`src/rtl/alu_issue_stage.sv`:
```
// alu_issue_stage: single-entry issue register for the integer ALU.
// Decodes RV32I OP, OP-IMM, LUI and AUIPC into ALU operands and an op code.
// Anything else is issued as an illegal, non-writing packet so the
// downstream stage can raise the exception in order.
module alu_issue_stage (
  input  logic        clk,
  input  logic        rst_n,
  input  logic        in_valid,
  output logic        in_ready,
  input  logic [31:0] instr,
  input  logic [31:0] pc,
  input  logic [31:0] rs1_data,
  input  logic [31:0] rs2_data,
  input  logic        flush,
  output logic        out_valid,
  input  logic        out_ready,
  output logic [31:0] op_a,
  output logic [31:0] op_b,
  output logic [3:0]  alu_ctrl,
  output logic [4:0]  rd_addr,
  output logic        reg_write,
  output logic        illegal
);

  localparam logic [6:0] OPC_OP     = 7'b0110011;
  localparam logic [6:0] OPC_OP_IMM = 7'b0010011;
  localparam logic [6:0] OPC_LUI    = 7'b0110111;
  localparam logic [6:0] OPC_AUIPC  = 7'b0010111;

  localparam logic [6:0] F7_BASE = 7'b0000000;
  localparam logic [6:0] F7_ALT  = 7'b0100000;

  localparam logic [3:0] ALU_ADD  = 4'b0000;
  localparam logic [3:0] ALU_SUB  = 4'b0001;
  localparam logic [3:0] ALU_AND  = 4'b0010;
  localparam logic [3:0] ALU_OR   = 4'b0011;
  localparam logic [3:0] ALU_XOR  = 4'b0100;
  localparam logic [3:0] ALU_SLT  = 4'b0101;
  localparam logic [3:0] ALU_SLTU = 4'b0110;
  localparam logic [3:0] ALU_SLL  = 4'b0111;
  localparam logic [3:0] ALU_SRL  = 4'b1000;
  localparam logic [3:0] ALU_SRA  = 4'b1001;

  logic [6:0]         opcode;
  logic [2:0]         funct3;
  logic [6:0]         funct7;
  logic signed [31:0] imm_i;
  logic [31:0]        imm_u;
  logic [31:0]        dec_a;
  logic [31:0]        dec_b;
  logic [3:0]         dec_ctrl;
  logic               dec_ill;
  logic [4:0]         dec_rd;
  logic               accept;
  // rs1 field is consumed upstream by the register file read
  logic               unused_rs1_field;

  assign opcode = instr[6:0];
  assign funct3 = instr[14:12];
  assign funct7 = instr[31:25];
  assign imm_i  = 32'(signed'(instr[31:20]));
  assign imm_u  = {instr[31:12], 12'b0};
  assign dec_rd = instr[11:7];
  assign unused_rs1_field = ^instr[19:15];

  // Flush blocks capture; otherwise accept when empty or draining this cycle
  assign in_ready = !flush && (!out_valid || out_ready);
  assign accept   = in_valid && in_ready;

  // Combinational decode of the presented instruction
  always_comb begin
    dec_a    = 32'd0;
    dec_b    = 32'd0;
    dec_ctrl = ALU_ADD;
    dec_ill  = 1'b0;
    case (opcode)
      OPC_OP: begin
        dec_a = rs1_data;
        dec_b = rs2_data;
        case (funct3)
          3'b000: begin
            if (funct7 == F7_ALT) dec_ctrl = ALU_SUB;
            else if (funct7 != F7_BASE) dec_ill = 1'b1;
          end
          3'b101: begin
            if (funct7 == F7_ALT) dec_ctrl = ALU_SRA;
            else if (funct7 == F7_BASE) dec_ctrl = ALU_SRL;
            else dec_ill = 1'b1;
          end
          default: begin
            if (funct7 != F7_BASE) dec_ill = 1'b1;
            case (funct3)
              3'b001:  dec_ctrl = ALU_SLL;
              3'b010:  dec_ctrl = ALU_SLT;
              3'b011:  dec_ctrl = ALU_SLTU;
              3'b100:  dec_ctrl = ALU_XOR;
              3'b110:  dec_ctrl = ALU_OR;
              default: dec_ctrl = ALU_AND;
            endcase
          end
        endcase
      end
      OPC_OP_IMM: begin
        dec_a = rs1_data;
        dec_b = imm_i;
        case (funct3)
          3'b000: dec_ctrl = ALU_ADD;
          3'b010: dec_ctrl = ALU_SLT;
          3'b011: dec_ctrl = ALU_SLTU;
          3'b100: dec_ctrl = ALU_XOR;
          3'b110: dec_ctrl = ALU_OR;
          3'b111: dec_ctrl = ALU_AND;
          3'b001: begin
            dec_b    = {27'b0, instr[24:20]};
            dec_ctrl = ALU_SLL;
            if (funct7 != F7_BASE) dec_ill = 1'b1;
          end
          default: begin
            dec_b = {27'b0, instr[24:20]};
            if (funct7 == F7_BASE) dec_ctrl = ALU_SRL;
            else if (funct7 == F7_ALT) dec_ctrl = ALU_SRA;
            else dec_ill = 1'b1;
          end
        endcase
      end
      OPC_LUI: begin
        dec_b = imm_u;
      end
      OPC_AUIPC: begin
        dec_a = pc;
        dec_b = imm_u;
      end
      default: dec_ill = 1'b1;
    endcase
    // Illegal packets carry neutral operands so nothing downstream acts on them
    if (dec_ill) begin
      dec_a    = 32'd0;
      dec_b    = 32'd0;
      dec_ctrl = ALU_ADD;
    end
  end

  // Issue register: flush wins, then capture, then drain; holds under backpressure
  always_ff @(posedge clk or negedge rst_n) begin
    if (!rst_n) begin
      out_valid <= 1'b0;
      op_a      <= 32'd0;
      op_b      <= 32'd0;
      alu_ctrl  <= ALU_ADD;
      rd_addr   <= 5'd0;
      reg_write <= 1'b0;
      illegal   <= 1'b0;
    end else if (flush) begin
      out_valid <= 1'b0;
    end else if (accept) begin
      out_valid <= 1'b1;
      op_a      <= dec_a;
      op_b      <= dec_b;
      alu_ctrl  <= dec_ctrl;
      rd_addr   <= dec_rd;
      reg_write <= !dec_ill && (dec_rd != 5'd0);
      illegal   <= dec_ill;
    end else if (out_ready) begin
      out_valid <= 1'b0;
    end
  end

endmodule

```
`config.mk`:
```
export PLATFORM = sky130hd
export DESIGN_NAME = alu_issue_stage
export DESIGN_NICKNAME = d
export VERILOG_FILES = /design/src/rtl/alu_issue_stage.sv
export SDC_FILE = /design/constraint.sdc
export NUM_CORES = 1
export LEC_CHECK = 0
export CAP_MARGIN = 20
export CORE_MARGIN = 3
export CORE_UTILIZATION = 42
export DETAILED_ROUTE_END_ITERATION = 10
export PLACE_DENSITY = 0.86
export SLEW_MARGIN = 25
export SYNTH_ARGS = -nofsm -noshare
export SYNTH_HDL_FRONTEND = slang
export SYNTH_SLANG_ARGS = --single-unit
export TNS_END_PERCENT = 20
```
`constraint.sdc`:
```
create_clock -name clk -period 2.8 [get_ports clk]
set_clock_uncertainty 0.05 [all_clocks]
set_input_delay 0.28 -clock clk [delete_from_list [all_inputs] [get_ports clk]]
set_output_delay 0.28 -clock clk [all_outputs]
set_load 0.01 [all_outputs]
```
# Word-level counts from Yosys, hierarchy flattened
# Index checks and enable logic that the tools add are counted.
[totals]
wordCells = 63
out_inout_bits = 77
register_bits = 76
[classes]
muxes = 27
n_bitwise = 1
n_reduce_logical = 16
eq_ne = 12
[op_table]
columns = ["cell", "n"]
rows = [
  ["2-to-1 mux 32 bit", 3],
  ["one-hot mux 32 bit (3 select lines)", 1],
  ["one-hot mux 32 bit (2 select lines)", 1],
  ["one-hot mux 4 bit (7 select lines)", 1],
  ["equality test 7 x 6 -> 1 bit (second input constant)", 3],
  ["2-to-1 mux 4 bit", 5],
  ["one-hot mux 4 bit (2 select lines)", 2],
  ["one-hot mux 3 bit (5 select lines)", 1],
  ["equality test 7 x 5 -> 1 bit (second input constant)", 2],
  ["equality test 3 bit (second input constant)", 4],
  ["2-to-1 mux 1 bit", 10],
  ["logical NOT 7 bit", 1],
  ["nonzero test 7 bit", 1],
  ["equality test 3 x 2 -> 1 bit (second input constant)", 2],
  ["OR reduction 6 bit", 1],
  ["nonzero test 5 bit", 1],
  ["one-hot mux 1 bit (2 select lines)", 2],
  ["OR reduction 2 bit", 2],
  ["equality test 3 x 1 -> 1 bit (second input constant)", 1],
  ["logical AND 1 bit", 3],
  ["logical NOT 1 bit", 3],
  ["logical NOT 3 bit", 1],
  ["one-hot mux 1 bit (3 select lines)", 1],
  ["nonzero test 3 bit", 1],
  ["other kinds (3)", 3],
]

# Longest topological paths before layout
[logic_depth]
word_depth = 7
mapped_depth = 8

# Worst setup path before layout
# No wires, ideal clock.
[synth_path]
path_type = "register -> register"
from = "register out_valid"
to = "register op_b[20]"
path_slack_ns = 1.069
path_stages_with_launch = 6
required_time_ns = 2.646
arrival_time_ns = 1.577
path_cell_list = "dfrtp_1 > nor2b_1 > nor2_1 > nand2_1 > clkbuf_1 > o41ai_2"
[synth_between]
elab_chain_len = 5
[synth_rtl]
columns = ["item", "line", "source"]
rows = [
  ["from (decl)", "15", "output logic out_valid,"],
  ["from (signal assigned)", "146", "out_valid <= 1'b0;"],
  ["from (signal assigned)", "154", "out_valid <= 1'b0;"],
  ["from (signal assigned)", "156", "out_valid <= 1'b1;"],
  ["logical NOT 1 bit", "67", "assign in_ready = !flush && (!out_valid || out_ready);"],
  ["logical OR 1 bit", "67", ""],
  ["logical AND 1 bit", "67", ""],
  ["named net in_ready", "9", "output logic in_ready,"],
  ["logical AND 1 bit", "68", "assign accept = in_valid && in_ready;"],
  ["AND reduction 2 bit (no source line)", "-", ""],
  ["to (signal assigned)", "148", "op_b <= 32'd0;"],
  ["to (signal assigned)", "158", "op_b <= dec_b;"],
  ["to (decl)", "18", "output logic [31:0] op_b,"],
]
# The timed path passes the listed nets, and every way through them passes these cells.
# A chain may end at the register's enable or synchronous reset.

# Worst setup path after layout
[layout_path]
from = "input port instr[14]"
to = "register op_b[15]"
[layout_between]
elab_chain_len = 5
word_cells_on_any_way = 15
cone_classes = "eq/ne: 7; mux: 6; reduce/logical: 2"
[layout_rtl]
columns = ["item", "line", "source"]
rows = [
  ["from (decl)", "10", "input logic [31:0] instr,"],
  ["equality test 3 bit, or another cell as far along", "106", "case (funct3)"],
  ["OR reduction 6 bit (no source line)", "-", ""],
  ["one-hot mux 1 bit (2 select lines) / 2-to-1 mux 32 bit (equally long branches)", "106", ""],
  ["one-hot mux 1 bit (3 select lines) / one-hot mux 32 bit (3 select lines) (equally long branches)", "76", "case (opcode)"],
  ["2-to-1 mux 32 bit *", "136", "if (dec_ill) begin"],
]
# Every way passes the cells marked *; elsewhere a longest branch is shown, timed or not.

==> impl.org <==
** Status
- The run finished with clean final reports.

** Detailed routing
- Detailed-route wire length per cell :: about 18 um
- Via count of the routed design :: around 3,800
- For this run, design rule violations remaining after detail routing come to 0.
- Post-detailed-route via-to-cell ratio :: 5.494
- Drt pass-1 iters :: 4
- For this block, the initial DRC count from the detailed router was 173.
- For this block, wires on met1 add up to slightly below 5000 um.
- The highest layer touched by signal routing is met4.
- Summed over all layers, the routed wires come to roughly 12,000 um.
- Met2 routed wirelength :: about 6400 um
- In this run the remaining antenna-violating nets after routing total 0.
- The routed design uses 1027 um of met3 wire.

** CTS
- TritonCTS built the clock tree.
- TritonCTS buffer count :: 9
- Clk sinks :: between 70 and 80
- Clock-pin slew was measured on the worst setup and hold paths at 0.07 ns.
- In this run the number of H-tree levels came out at 3.
- Once the clock tree was built, the resizer swapped 0 gates to a different size.
- Counting along the longest clock path gives a buffer depth of 2.
- In this run the clock root is driven by a sky130_fd_sc_hd__clkbuf_8.
- At the later pin of the worst-skew pair, clock insertion delay measures between 0.3 and 0.4 ns.

** Critical path
- For the worst setup path, the data required time is 2.96 ns.
- For the worst setup path, the data arrival time is around 2.5 ns.
- In this run the worst path has a maximum fanout of 39.
- Ordered cell list for the critical path :: clkdlybuf4s50_1, nand2b_2, nor2_1, a31o_1, a31o_2, buf_12, o41ai_1
- Worst setup path end :: op_b[15]$_DFFE_PN0P_
- R2R depth :: 5
- Among all stages on the critical path, the largest delay is contributed by sky130_fd_sc_hd__clkdlybuf4s50_1.
- Worst R2R Setup Slack :: roughly 0.87 ns
- In this run the critical register-to-register path is captured at op_b[15]$_DFFE_PN0P_.
- Category of the worst setup path launch point :: input port
- The critical path in this run is classified as in2reg.
- The critical path starts at instr[14].
- Crit path capture type :: flop
- CP peak stage delay :: approximately 0.63 ns
- Startpoint of the most critical register-to-register path :: out_valid$_DFFE_PN0P_

** STA
- The final number of max-transition violations came to 0.
- Slew @ Worst Pin :: a little under 0.7 ns
- Final hold slack :: roughly 0.43 ns
- Setup violations remaining at the end of the flow were counted as 0.
- Final hold viol count :: 0
- Of the available clock period, the critical path in the final layout requires 0.8172.
- Measured against its own limit, the worst slew margin works out to 0.5386.
- Derived from the worst setup path, the maximum achievable clock frequency is roughly 0.44 GHz.
- Final min period :: 2.288 ns
- Setup repair after global routing left no endpoint under its margin.
- Adding up every negative setup slack in the final design gives 0 ns.

** Power
- In this run the static leakage power is 0.002480 uW.
- Worst-case vdd ir drop :: ~0.26 mV
- Power density normalized to cell area :: 372.6 mW/mm^2

** Yosys
- Most frequent cell after synthesis :: sky130_fd_sc_hd__dfrtp_1
- In the synthesized netlist the dominant register cell turns out to be sky130_fd_sc_hd__dfrtp_1.
- Of all cell types, the one taking the most synthesized area is sky130_fd_sc_hd__dfrtp_1.
- Distinct cell type count of the synthesized netlist :: 37
- Counting flops with a built-in enable in the synthesized netlist gives 0.
- Sequential-to-total area share from yosys stat :: 0.4914
- Of all flip-flops after synthesis, the portion carrying an async set or reset was 1.000.
- By area the synthesized netlist is led by sky130_fd_sc_hd__dfrtp_1 49%, sky130_fd_sc_hd__o31ai_1 9.7%, sky130_fd_sc_hd__a22oi_1 7.8%.
- For this run, the number of Yosys warnings is 0.
- Number of synthesized register bits :: between 70 and 80
- After synthesis the cells add up to about 0.0039 mm^2.
- Synthesis produced a netlist with a net count of about 520.
- The share of synthesized area in the top cell type comes to 0.4914.
- Cells after synthesis :: around 390
- By count the netlist is led by 76 x sky130_fd_sc_hd__dfrtp_1, 71 x sky130_fd_sc_hd__nand2_1, 50 x sky130_fd_sc_hd__o31ai_1.
- Averaged over all synthesized cells, the footprint is around 10 um^2.

** GRT
- Number of global-route vias before repair :: approximately 3,800
- Global-route usage over all layers :: 0.2295
- First-pass GRT wire length :: around 19,000 um
- Entering global routing, the biggest net connects 97 pins.
- Total global routing overflow :: 0
- Antenna violations before repair :: 0

** Final layout
- Utilization after layout :: 0.7012
- Number of filler instances in the final layout :: approximately 700
- Synth-to-Final Area Change :: 60.33%
- The number of antenna diodes in the final layout is 0.
- The net count of the finished layout is 712.
- Share of cells above drive strength 1 :: 0.09589

** Hold path
- The min-delay analysis places its worst path in the category reg2reg.

** Floorplan
- The core region is approximately 0.0088 mm^2.
- Number of cell rows :: 34
- Starting Density :: 0.4374
- Chip Width :: 102.0 um
- Floorplan die area :: roughly 0.010 mm^2
- Vertical die dimension :: just over 100 um
- I/O Pins :: between 200 and 250

** Place
- I/O Buffers :: 209
- RD Place Congestion :: between 0.8 and 0.9
- HPWL after detailed placement :: approximately 9100 um

** Flow run
- Number of violations of the max-capacitance limit :: 0
[where the power goes]
| group | leakage (uW) | switching [uW] | internal [uW] |
|---|---|---|---|
| sequential | 0.00104 | 9.37 | 1120 |
| combinational | 0.00136 | 187 | 248 |
| clock | 0.0000803 | 410 | 343 |
| total | 0.00248 | 606 | 1710 |
[stage by stage]
stage	instance area [um^2]	power (uW)	cells	worst slack (ns)
after floorplan	3870	1292	388	1.069
after global placement	6013	1569	675	0.3579
after detailed placement	6013	1580	675	0.1739
after CTS	6191	2331	691	0.5639
after global routing	6205	2421	692	0.4604
final	6205	2312	692	0.5119
[cells in the final DEF, fill, tap and decap left out, types with 2 or more instances in the layout]
cell / n
sky130_fd_sc_hd__a21oi_1: 17
sky130_fd_sc_hd__a22oi_1: 40
sky130_fd_sc_hd__buf_12: 2
sky130_fd_sc_hd__buf_4: 8
sky130_fd_sc_hd__clkbuf_8: 10
sky130_fd_sc_hd__clkdlybuf4s50_1: 208
sky130_fd_sc_hd__clkinv_2: 2
sky130_fd_sc_hd__clkinvlp_4: 4
sky130_fd_sc_hd__dfrtp_1: 76
sky130_fd_sc_hd__inv_1: 2
sky130_fd_sc_hd__mux2_2: 7
sky130_fd_sc_hd__mux2i_1: 5
sky130_fd_sc_hd__nand2_1: 70
sky130_fd_sc_hd__nand3_1: 2
sky130_fd_sc_hd__nand4_1: 2
sky130_fd_sc_hd__nor2_1: 32
sky130_fd_sc_hd__nor2b_1: 2
sky130_fd_sc_hd__o31ai_1: 50
sky130_fd_sc_hd__o41ai_1: 6
sky130_fd_sc_hd__o41ai_2: 14
sky130_fd_sc_hd__xor2_1: 2
[state kept, by name (all words and copies together) (netlist names)]
name / cells
op_b: 32
reg_write: 1
op_a: 32
illegal: 1
out_valid: 1
alu_ctrl: 4
rd_addr: 5
[how the worst min path moves through the flow]
stage | slack [ns] | depth (start not counted) | from | end
floorplan | -0.07 | 0 | rst_n | alu_ctrl[0]$_DFFE_PN0P_
global placement | 0.41 | 2 | op_b[13]$_DFFE_PN0P_ | op_b[13]$_DFFE_PN0P_
detailed placement | 0.41 | 2 | op_b[23]$_DFFE_PN0P_ | op_b[23]$_DFFE_PN0P_
CTS | 0.07 | 1 | rst_n | op_b[22]$_DFFE_PN0P_
global route | 0.45 | 2 | flush | out_valid$_DFFE_PN0P_
finish | 0.43 | 2 | op_a[6]$_DFFE_PN0P_ | op_a[6]$_DFFE_PN0P_
[final cells by class]
type,instances,area (um^2),share of cell area
timing repair buffer,220,2203,0.3551
sequential,76,1902,0.3065
multi-input combinational,269,1775,0.2861
clock buffer,10,137.6,0.02218
tap,108,135.1,0.02178
clock inverter,6,40.04,0.006453
inverter,3,11.26,0.001815
[repair_timing]
action / CTS / global route
hold buffers: 0 / 1
endpoints found under the hold margin: 0 / 76
setup buffers: 0 / 0
[kinds of logic after synthesis]
family / count (synthesis) / share of synthesized area
compound gates: 137 / 0.2897
flops: 76 / 0.4914
simple gates: 117 / 0.1251
mux: 12 / 0.03330
xor+xnor: 3 / 0.006791
buf+inv: 43 / 0.05367
[metal layers]
| metal | vias up | GRT usage |
|---|---|---|
| li1 | 1814 | - |
| met1 | 1828 | 0.2709 |
| met2 | 148 | 0.4103 |
| met3 | 12 | 0.06826 |
| met4 | 0 | 0.05550 |
| met5 | - | 0 |
[critical path: cells and delay by family]
family,cells,cell delay [ns]
AOI/OAI and AO/OA,3,1.02
buffers and inverters,2,0.88
and+or+nand+nor,2,0.25
(Power assumes the default switching activity.)
